$ cat config.mk
export PLATFORM = sky130hd
export DESIGN_NAME = irq_ctrl
export DESIGN_NICKNAME = d
export VERILOG_FILES = /design/src/rtl/irq_ctrl.sv
export SDC_FILE = /design/constraint.sdc
export NUM_CORES = 1
export LEC_CHECK = 0
export ABC_AREA = 1
export CAP_MARGIN = 40
export CORE_ASPECT_RATIO = 1.25
export CORE_UTILIZATION = 50
export CTS_BUF_LIST = sky130_fd_sc_hd__clkbuf_4 sky130_fd_sc_hd__clkbuf_8
export CTS_CLUSTER_DIAMETER = 120
export DETAILED_ROUTE_END_ITERATION = 12
export GPL_TIMING_DRIVEN = 1
export PLACE_DENSITY_LB_ADDON = 0.05
export SYNTH_ARGS = -nofsm -noshare
export SYNTH_HDL_FRONTEND = slang
export SYNTH_SLANG_ARGS = --single-unit
$ cat constraint.sdc
create_clock -name clk -period 1.16 [get_ports clk]
set_input_delay 0.232 -clock clk [delete_from_list [all_inputs] [get_ports clk]]
set_output_delay 0.232 -clock clk [all_outputs]
set_load 0.02 [all_outputs]
$ cat src/rtl/irq_ctrl.sv
// ----------------------------------------------------------------------------
// irq_ctrl : 8-source interrupt controller for the cpu68 irq input.
//
// Asynchronous request lines are synchronised, turned into pending events
// (rising-edge or level, per source), masked, priority-encoded and combined
// into a single registered, active-high irq. The CPU sees a 16-byte register
// window using the same bus protocol as simpleio.
//
// Ports:
//   clk      in   1  system clock, all state updates on posedge
//   b_reset  in   1  asynchronous, active-low reset
//   Address  in   4  register select
//   DI       in   8  write data from CPU
//   DO       out  8  read data to CPU, combinational from Address
//   rw       in   1  1 = read, 0 = write
//   cs       in   1  window select; write occurs when cs && !rw at posedge
//   src      in   8  asynchronous interrupt requests, active-high
//   irq      out  1  interrupt to CPU, active-high, registered
//
// Register map:
//   0 PEND  R pending / W 1-to-clear
//   1 MASK  R/W source enable
//   2 EDGE  R/W 1 = rising-edge mode, 0 = level mode
//   3 CTRL  R/W bit0 = global interrupt enable
//   4 SWSET W 1-to-set pending (reads 0x00)
//   5 VEC   R bit7 = no active source, bits[2:0] = lowest active index
//   6 RAW   R synchronised source levels
//   7..15   R 0xFF, writes ignored
// ----------------------------------------------------------------------------
module irq_ctrl #(
    parameter int NSRC     = 8,
    parameter int SYNC_LEN = 2
) (
    input  logic            clk,
    input  logic            b_reset,
    input  logic [3:0]      Address,
    input  logic [7:0]      DI,
    output logic [7:0]      DO,
    input  logic            rw,
    input  logic            cs,
    input  logic [NSRC-1:0] src,
    output logic            irq
);

    localparam logic [3:0] A_PEND  = 4'd0;
    localparam logic [3:0] A_MASK  = 4'd1;
    localparam logic [3:0] A_EDGE  = 4'd2;
    localparam logic [3:0] A_CTRL  = 4'd3;
    localparam logic [3:0] A_SWSET = 4'd4;
    localparam logic [3:0] A_VEC   = 4'd5;
    localparam logic [3:0] A_RAW   = 4'd6;

    logic [NSRC-1:0] sync_q [SYNC_LEN];
    logic [NSRC-1:0] s;
    logic [NSRC-1:0] prev_q;
    logic [NSRC-1:0] pend_q;
    logic [NSRC-1:0] pend_d;
    logic [NSRC-1:0] mask_q;
    logic [NSRC-1:0] edge_q;
    logic            gie_q;

    logic            wr;
    logic [NSRC-1:0] swset;
    logic [NSRC-1:0] w1c;
    logic [NSRC-1:0] set_event;
    logic [NSRC-1:0] active;
    logic            any_active;
    logic [2:0]      vec_idx;

    assign s  = sync_q[SYNC_LEN-1];
    assign wr = cs && !rw;

    // ---- Synchroniser and previous-level tracking ----
    // prev follows s regardless of mode, so flipping a source into edge mode
    // while it is already high does not look like a rising edge.
    always_ff @(posedge clk or negedge b_reset) begin
        if (!b_reset) begin
            for (int i = 0; i < SYNC_LEN; i++) begin
                sync_q[i] <= '0;
            end
            prev_q <= '0;
        end else begin
            sync_q[0] <= src;
            for (int i = 1; i < SYNC_LEN; i++) begin
                sync_q[i] <= sync_q[i-1];
            end
            prev_q <= s;
        end
    end

    // ---- Pending event logic ----
    // Set beats clear: a level source still high, or an edge arriving in the
    // same cycle as a W1C, keeps its pending bit.
    always_comb begin
        swset     = (wr && Address == A_SWSET) ? DI[NSRC-1:0] : '0;
        w1c       = (wr && Address == A_PEND)  ? DI[NSRC-1:0] : '0;
        set_event = (edge_q & s & ~prev_q) | (~edge_q & s) | swset;
        pend_d    = set_event | (pend_q & ~w1c);
    end

    always_ff @(posedge clk or negedge b_reset) begin
        if (!b_reset) begin
            pend_q <= '0;
            mask_q <= '0;
            edge_q <= '0;
            gie_q  <= 1'b0;
        end else begin
            pend_q <= pend_d;
            if (wr && Address == A_MASK) begin
                mask_q <= DI[NSRC-1:0];
            end
            if (wr && Address == A_EDGE) begin
                edge_q <= DI[NSRC-1:0];
            end
            if (wr && Address == A_CTRL) begin
                gie_q <= DI[0];
            end
        end
    end

    // ---- Masking and priority encode (bit 0 highest priority) ----
    // Masking happens only here; masked sources still latch into PEND.
    always_comb begin
        active     = pend_q & mask_q;
        any_active = |active;
        vec_idx    = 3'd0;
        for (int i = NSRC - 1; i >= 0; i--) begin
            if (active[i]) begin
                vec_idx = 3'(i);
            end
        end
    end

    // ---- Registered interrupt output ----
    always_ff @(posedge clk or negedge b_reset) begin
        if (!b_reset) begin
            irq <= 1'b0;
        end else begin
            irq <= gie_q & any_active;
        end
    end

    // ---- Read mux (independent of cs; chip select muxing is upstream) ----
    always_comb begin
        DO = 8'hFF;
        case (Address)
            A_PEND:  DO = pend_q;
            A_MASK:  DO = mask_q;
            A_EDGE:  DO = edge_q;
            A_CTRL:  DO = {7'b0, gie_q};
            A_SWSET: DO = 8'h00;
            A_VEC:   DO = any_active ? {5'b0, vec_idx} : 8'h80;
            A_RAW:   DO = s;
            default: DO = 8'hFF;
        endcase
    end

endmodule

# Yosys cells after proc, flatten, opt, wreduce, memory -nomap -nowiden
# Index checks and enable logic that the tools add are counted.
# totals
ff_bits	50
romBits	0
output_inout_bits	9
in_bits	24
n_memories	0
latchBits	0
ramBits	0
# op_classes
eq_ne	6
add_sub_neg	0
n_reduce_logical	9
n_shift	0
n_bitwise	12
magnitude_cmp	0
n_mux	12
mul	0
div_mod_pow	0
# op_table
cell	count
$pmux W8 S7	1
$and A8 B8 Y8	5
$mux W3	8
$mux W8	3
$not A8 Y8	3
$or A8 B8 Y8	3
$eq A4 B3 Y1 const B	3
$eq A4 B2 Y1 const B	2
$reduce_or A8 Y1	1
$logic_and A1 B1 Y1	6
$eq A4 B1 Y1 const B	1
$logic_not A4 Y1	1
$and A1 B1 Y1	1
$logic_not A1 Y1	1

# Logic depth before layout (Yosys ltp)
# Gate-level depths: netlist of the first run.
# logic_depth
word_depth	11
depth_mapped	10

# Worst setup path after synthesis of the first run
# Ideal clock, no wire load.
# synth_timing
path_type	flip-flop to output port
start	register mask_q[0]
end	output DO[1]
arrival_ns	1.008
setup_slack_ns	-0.080
required_time_ns	0.928
path_stages_with_launch	6
path_cell_list	dfrtp_1 > nand2_1 > nand3_1 > a21oi_1 > o21ai_0 > nand3_1
# synth_between
elab_chain_len	4
elab_cells_between_ends	5
# synth_lines
element	line	text
start, declared	58	logic [NSRC-1:0] mask_q;
start signal, assigned	110	mask_q <= DI[NSRC-1:0];
$and A8 B8 Y8 (*)	124	active = pend_q & mask_q;
$reduce_or A8 Y1 / $mux W3 (equally long branches)	125, 128	
$mux W8 (*)	152	A_VEC: DO = any_active ? {5'b0, vec_idx} : 8'h80;
$pmux W8 S7 (*)	146	case (Address)
end, declared	38	output logic [7:0] DO,
# Mark *: on every way between the ends. The rest lies on a longest branch, timed or not.

# Final worst setup path of the first run
# layout_timing
start	register pend_q[4]
end	output DO[0]
# layout_between
elab_chain_len	8
elab_cells_between_ends	9
# layout_lines
element	line	text
start, declared	56	logic [NSRC-1:0] pend_q;
start signal, assigned	108	pend_q <= pend_d;
$and A8 B8 Y8 (*)	124	
$mux W3 (5 in series)	128	if (active[i]) begin
$mux W8 (*)	152	
$pmux W8 S7 (*)	146	
# Marks and branches as above.

==> results.md, run 1 <==
- GR Overflow Total: 0
- Initial Util: 52.82%
- Crit Reg-Reg Endpoint: irq
- Final Critical Period: 1795 ps
- TritonCTS buffer count: 5
- Clk slew on worst S/H paths: 90 ps
- Vias per inst: 5.155
- Routability Congestion: 0.9226
- Hold Path Depth: 0
- TritonCTS clock tree: done
- Commonest non-fill, non-tap cell in the layout: nand2_1
- Routed Antenna Nets: 0
- Reg area: 1251 µm²
- Status: finished with violations
- Slew at the pin closest to its max-slew limit: 278.9 ps
- Failing checks: negative setup slack
- GRT Util Overall: 29.15%
- GRT met3 Usage: 5.093%
- R2R cell count: 5
- FF-to-FF Start: pend_q[4]
- Part of the cycle the worst path needs: 154.7%
- Die Area: 4670 µm²
- Cell variety after synth: 20
- Crit Path Category: reg2out
- Post-Syn Instances: 245
- Worst-skew pair later-pin latency: 300 ps
- Hold path endpoint: s[2]
- Critical Path End Type: output pin
- Antenna fix cells: 0
- RSZ-0062 raised after global routing: yes
- Worst reg2reg setup slack: 60 ps
- Synth Register Bits: 50
- Layout Skew: 2.497 ps
- Die X: 61.33 µm
- VDD IR max: 1075 µV
- Final Hold Viols: 0
- Fillers: 280
- Placed cells: 388
- Met1 GRT Util: 36.37%
- Pwr Density: 1289 nW/µm²
- Post-DP HPWL: 3.865 mm
- # Max-Cap Violations: 0
- Total Wirelength: 6.071 mm
- Share of cells above drive strength 1: 42.45%
- Tot Pwr: 4.280 mW
- Fin. max-slew vios: 0
- Hold_sp: sync_q[10]
- Design Area, Final: 3321 µm²
- GRT busiest layer: met2
- Post-route DRC: 0
- Most frequent cells in the layout: nand2_1 (84), buf_4 (60), dfrtp_1 (50)
- Ys Warns: 0
- Drt wl/cell: 14.92 µm
- Util after Layout: 79.75%
- Worst slew margin: 81.39%
- Worst Path Max Fanout: 3
- Leakage power: 1.628 nW
- Req. time, crit path: 930 ps
- Synth Cell Area: 2200 µm²
- Multi-input logic area: 932.1 µm²
- Antenna violations before repair: 0
- CORE AREA: 4164 µm²
- Clk buf depth: 2
- CTS Sinks: 50
- Post-Layout Cell Count: 407
- Crit path launch type: flop
- Post-Syn Area per Cell: 8.978 µm²
- Vias: 2098
- Seq/Total Area, Yosys: 56.88%
- WP data arrival: 1560 ps
- Syn-to-layout area delta: 50.97%
- Largest net degree at the start of global routing: 51
- Post-Syn Nets: 269
- Placed instance area: 3042 µm²
- Root Driver: clkbuf_8
- First DRT Iteration DRCs: 90
- Vias in the first global route: 2188
- Hold Path Class: reg2reg
- Row cnt: 26
- Final setup viols: 8
- GRT met2 Usage: 48.37%
- First-pass detailed-route iteration total: 4
- Net count, final: 374
- H-tree depth: 2
- Fmax: 557.2 MHz
- First-pass GRT wire length: 9.956 mm
- Dpl ws: -1171 ps
- IO Pins: 33
- Port Buffers: 32
- Die height: 76.16 µm
- Final worst slack: -634.8 ps
## power breakdown
part	switching, mW	internal (mW)
logic	0.546	0.534
clock network	0.564	0.635
registers	0.0987	1.90
## cells by family after synthesis
logic type             count (synthesis)  synth area share [%]
and+or+nand+nor                      132                 26.68
DFF                                   50                 56.88
buffers and inverters                 25                 5.062
AOI/OAI and AO/OA                     38                 11.38
## per-layer routing
layer | up-vias | wire length (µm)
met2 | 72 | 3193
met4 | 0 | 203
li1 | 1000 | -
met5 | - | 0
met3 | 22 | 285
met1 | 1004 | 2389
## area by class of cell
type / count / area share (%)
clock inverter: 3 / 1.206
tap: 56 / 2.110
clock buffer: 5 / 2.072
inverter: 23 / 2.977
timing repair buffer: 99 / 25.66
sequential: 50 / 37.68
timing repair inverter: 1 / 0.2261
multi-input combinational: 170 / 28.07
## worst max-delay path, stage by stage (launching register included)
cell and delay (ps):
dfrtp_1 410, nand2_2 100, nand4_1 160, inv_2 80
a21oi_1 200, nand2_1 100, nand2_1 90, buf_6 120
## synthesized netlist by cell type, drive strengths merged
| cell | n | area share, % |
|---|---|---|
| clkinv | 2 | 0.46 |
| buf | 2 | 1.0 |
| dfrtp | 50 | 57 |
| nor3 | 1 | 0.23 |
| and3 | 1 | 0.28 |
| nand3 | 17 | 3.9 |
| a21oi | 11 | 2.5 |
| nand2 | 99 | 18 |
| nand4 | 6 | 1.7 |
| inv | 21 | 3.6 |
| o21ai | 27 | 8.9 |
| nor2 | 8 | 2.8 |
## timing repair
item | in CTS | in global routing
setup endpoints to repair | 33 | 12
setup buffers | 8 | 3
resized for setup | 107 | 10
hold buffers | 1 | 0
pin swaps | 21 | 7
hold endpoints to repair | 50 | 0
gates cloned | 1 | 0
## registers in the layout (all words and copies together) (netlist names)
register / count
edge_q: 8
mask_q: 8
pend_q: 8
prev_q: 8
s: 8
sync_q: 8
gie_q: 1
irq: 1
## stage by stage
step	setup TNS (ps)	hold slack, ps
floorplan	0	-63.59
global placement	-22310	240.6
detailed placement	-23420	240.8
CTS	-3124	352.2
global route	-4143	352.4
finish	-3630	350.8
## worst max path at each step
stage,endpoint,startpoint,slack (ps),cells after the start
4_1_cts,DO[0],pend_q[7],-520,11
5_1_grt,DO[0],pend_q[0],-700,8
3_3_place_gp,DO[7],Address[3],-1140,12
6_report,DO[0],pend_q[4],-630,7
2_1_floorplan,DO[2],mask_q[0],6,5
3_5_place_dp,DO[7],Address[3],-1170,12
Note: power is estimated with default switching activity, not from simulation.
==> inputs of run 2 (changes only) <==
--- a/config.mk
+++ b/config.mk
@@ -15,4 +15,5 @@
 export GPL_TIMING_DRIVEN = 1
 export PLACE_DENSITY_LB_ADDON = 0.05
+export RECOVER_POWER = 100
 export SYNTH_ARGS = -nofsm -noshare
 export SYNTH_HDL_FRONTEND = slang
==> constraint.sdc (replaced) <==
create_clock -name clk -period 1.16 [get_ports clk]
set_input_delay 0.116 -clock clk [delete_from_list [all_inputs] [get_ports clk]]
set_output_delay 0.116 -clock clk [all_outputs]
set_load 0.02 [all_outputs]
==> run 2 against run 1 <==
The run still ends with negative setup slack left. Worst setup slack better by 220 ps. Power rose by 0.38%. Sequential power about the same. Via count down 0.62%. Register-to-register slack improved by 30 ps. Largest power group unchanged. Sequential share of layout area is 0.14 points higher. Clock skew is 5.7 ps higher. Maximum frequency is 14% higher. Combinational power about the same.
==> results.md, run 2 (synthesis gave the netlist of run 1 again) <==
- Critical path's largest stage delay: 400 ps
- Most frequent cells in the layout: nand2_1 (82), buf_4 (53), dfrtp_1 (50)
- Crit path launch type: flop
- Fin Setup TNS: -2559 ps
- Layout Skew: 8.185 ps
- First DRT Iteration DRCs: 88
- TritonCTS clock tree: done
- Fmax: 635.9 MHz
- Syn-to-layout area delta: 50.40%
- Final setup viols: 23
- VDD IR max: 1118 µV
- Critical Path End Type: output pin
- Combinational share of power: 24.8%
- Hold Path Class: in2reg
- Vias in the first global route: 2047
- Req. time, crit path: 1040 ps
- RSZ-0062 raised after global routing: yes
- Status: finished with violations
- Antenna violations before repair: 0
- Post-Layout Cell Count: 407
- Vias: 2085
- Critical-path cell list: nand2_1, nand3_2, a21oi_2, o21ai_1, nand3_1, buf_6
- Dpl ws: -997.1 ps
- Total Wirelength: 5.856 mm
- Commonest non-fill, non-tap cell in the layout: nand2_1
- Leakage power: 1.580 nW
- Port Buffers: 32
- Share of cells above drive strength 1: 39.60%
- CTS Sinks: 50
- Post-route DRC: 0
- Worst Path Max Fanout: 3
- Row cnt: 26
- Fin. max-slew vios: 0
- Routability Congestion: 0.9065
- Final Hold Viols: 0
- Antenna fix cells: 0
- Worst-skew pair later-pin latency: 300 ps
- Routed Antenna Nets: 0
- Post-DP HPWL: 3.782 mm
- Root Driver: clkbuf_8
- Clock power frac: 28.8%
- Die height: 76.16 µm
- Final Critical Period: 1572 ps
- Net count, final: 374
- Die X: 61.33 µm
- First-pass GRT wire length: 9.280 mm
- Vias per inst: 5.123
- TritonCTS buffer count: 5
- Initial Util: 52.82%
- Clk buf depth: 2
- Crit Path Category: reg2out
- Part of the cycle the worst path needs: 135.6%
- Worst path slowest cell: dfrtp_1
- CORE AREA: 4164 µm²
- Switching part of the total: 27.47%
- GRT Util Overall: 27.65%
- # Max-Cap Violations: 0
- Pwr Density: 1299 nW/µm²
- WP data arrival: 1460 ps
- IO Pins: 33
- Placed instance area: 2995 µm²
- GR Overflow Total: 0
- Slew at the pin closest to its max-slew limit: 678.1 ps
- Final worst slack: -412.5 ps
- Largest net degree at the start of global routing: 51
- Worst slew margin: 54.79%
- Die Area: 4670 µm²
- P_int: 3.116 mW
- Hold Worst Slack: 283.9 ps
- Failing checks: negative setup slack
- NetSw: 1.180 mW
- Clk slew on worst S/H paths: 90 ps
- Seq pwr share: 46.5%
- H-tree depth: 2
- Design Area, Final: 3308 µm²
- Drt wl/cell: 14.39 µm
- First-pass detailed-route iteration total: 4
- Placed cells: 387
-- run 2: cell types whose count changed in the layout (fill, tap and decap cells not counted), sizes merged --
cell / previous run / this run
clkdlybuf4s15: 0 / 1
dlygate4sd2: 2 / 1
dlygate4sd3: 1 / 9
inv: 21 / 20
nand2: 99 / 100
clkinv: 4 / 3
buf: 80 / 69
clkdlybuf4s50: 16 / 10
clkbuf: 5 / 15
-- run 2: what timing repair did --
| action | 4_1_cts | 5_1_grt |
|---|---|---|
| resized for setup | 86 | 18 |
| gates cloned | 0 | 1 |
| pin swaps | 19 | 12 |
| hold buffers | 1 | 0 |
| setup endpoints to repair | 33 | 23 |
| endpoints found under the hold margin | 50 | 0 |
| buffers inserted | 7 | 6 |
-- run 2: final cells by class --
cell class                      instances  area, µm²
Sequential cell                        50       1251
Multi-Input combinational cell        171      930.9
Fill cell                             310      855.8
Timing Repair Buffer                   99      840.8
Inverter                               23      101.3
Clock buffer                            6      76.32
Tap cell                               56      70.07
Clock inverter                          2      37.54
-- run 2: path summary, 6_finish.rpt --
path | start | endpoint | slack [ps] | cells past startpoint
min | Address[1] | gie_q | 280 | 4
max reg2reg | pend_q[0] | irq | 90 | 6
min reg2reg | sync_q[14] | s[6] | 350 | 0
min in group asynchronous | b_reset | gie_q | 490 | 3
max | pend_q[0] | DO[1] | -410 | 6
max in group asynchronous | b_reset | sync_q[15] | 210 | 3
-- run 2: power groups by stage --
stage	logic [mW]	clock network (mW)	registers, mW
final	1.06	1.24	2.00
after global routing	1.17	1.32	2.01
after CTS	1.03	1.26	2.00
after detailed placement	0.959	0	2.02
after global placement	0.940	0	2.02
after floorplan	0.402	0	2.03
-- run 2: routing by layer --
layer	track usage, %	wire length, µm	share of wire, %	vias up
met1	33.87	2347	40	997
met3	4.244	286	4.9	13
li1	-	-	-	1005
met4	13.18	212	3.6	0
met5	0	0	0	-
met2	45.98	3010	51	70
-- run 2: worst max-delay path, delay by kind of cell, from the launching register on --
| family | cells | cell delay, ps |
|---|---|---|
| buf+inv | 1 | 130 |
| compound gates | 2 | 270 |
| flops | 1 | 400 |
| simple gates | 3 | 340 |
-- run 2: metrics by stage --
| stage | util [%] | total power [mW] |
|---|---|---|
| after floorplan | - | 2.432 |
| after global placement | 71.94 | 2.955 |
| after detailed placement | 71.94 | 2.980 |
| after CTS | 78.82 | 4.290 |
| after global routing | 79.45 | 4.513 |
| final | 79.45 | 4.296 |
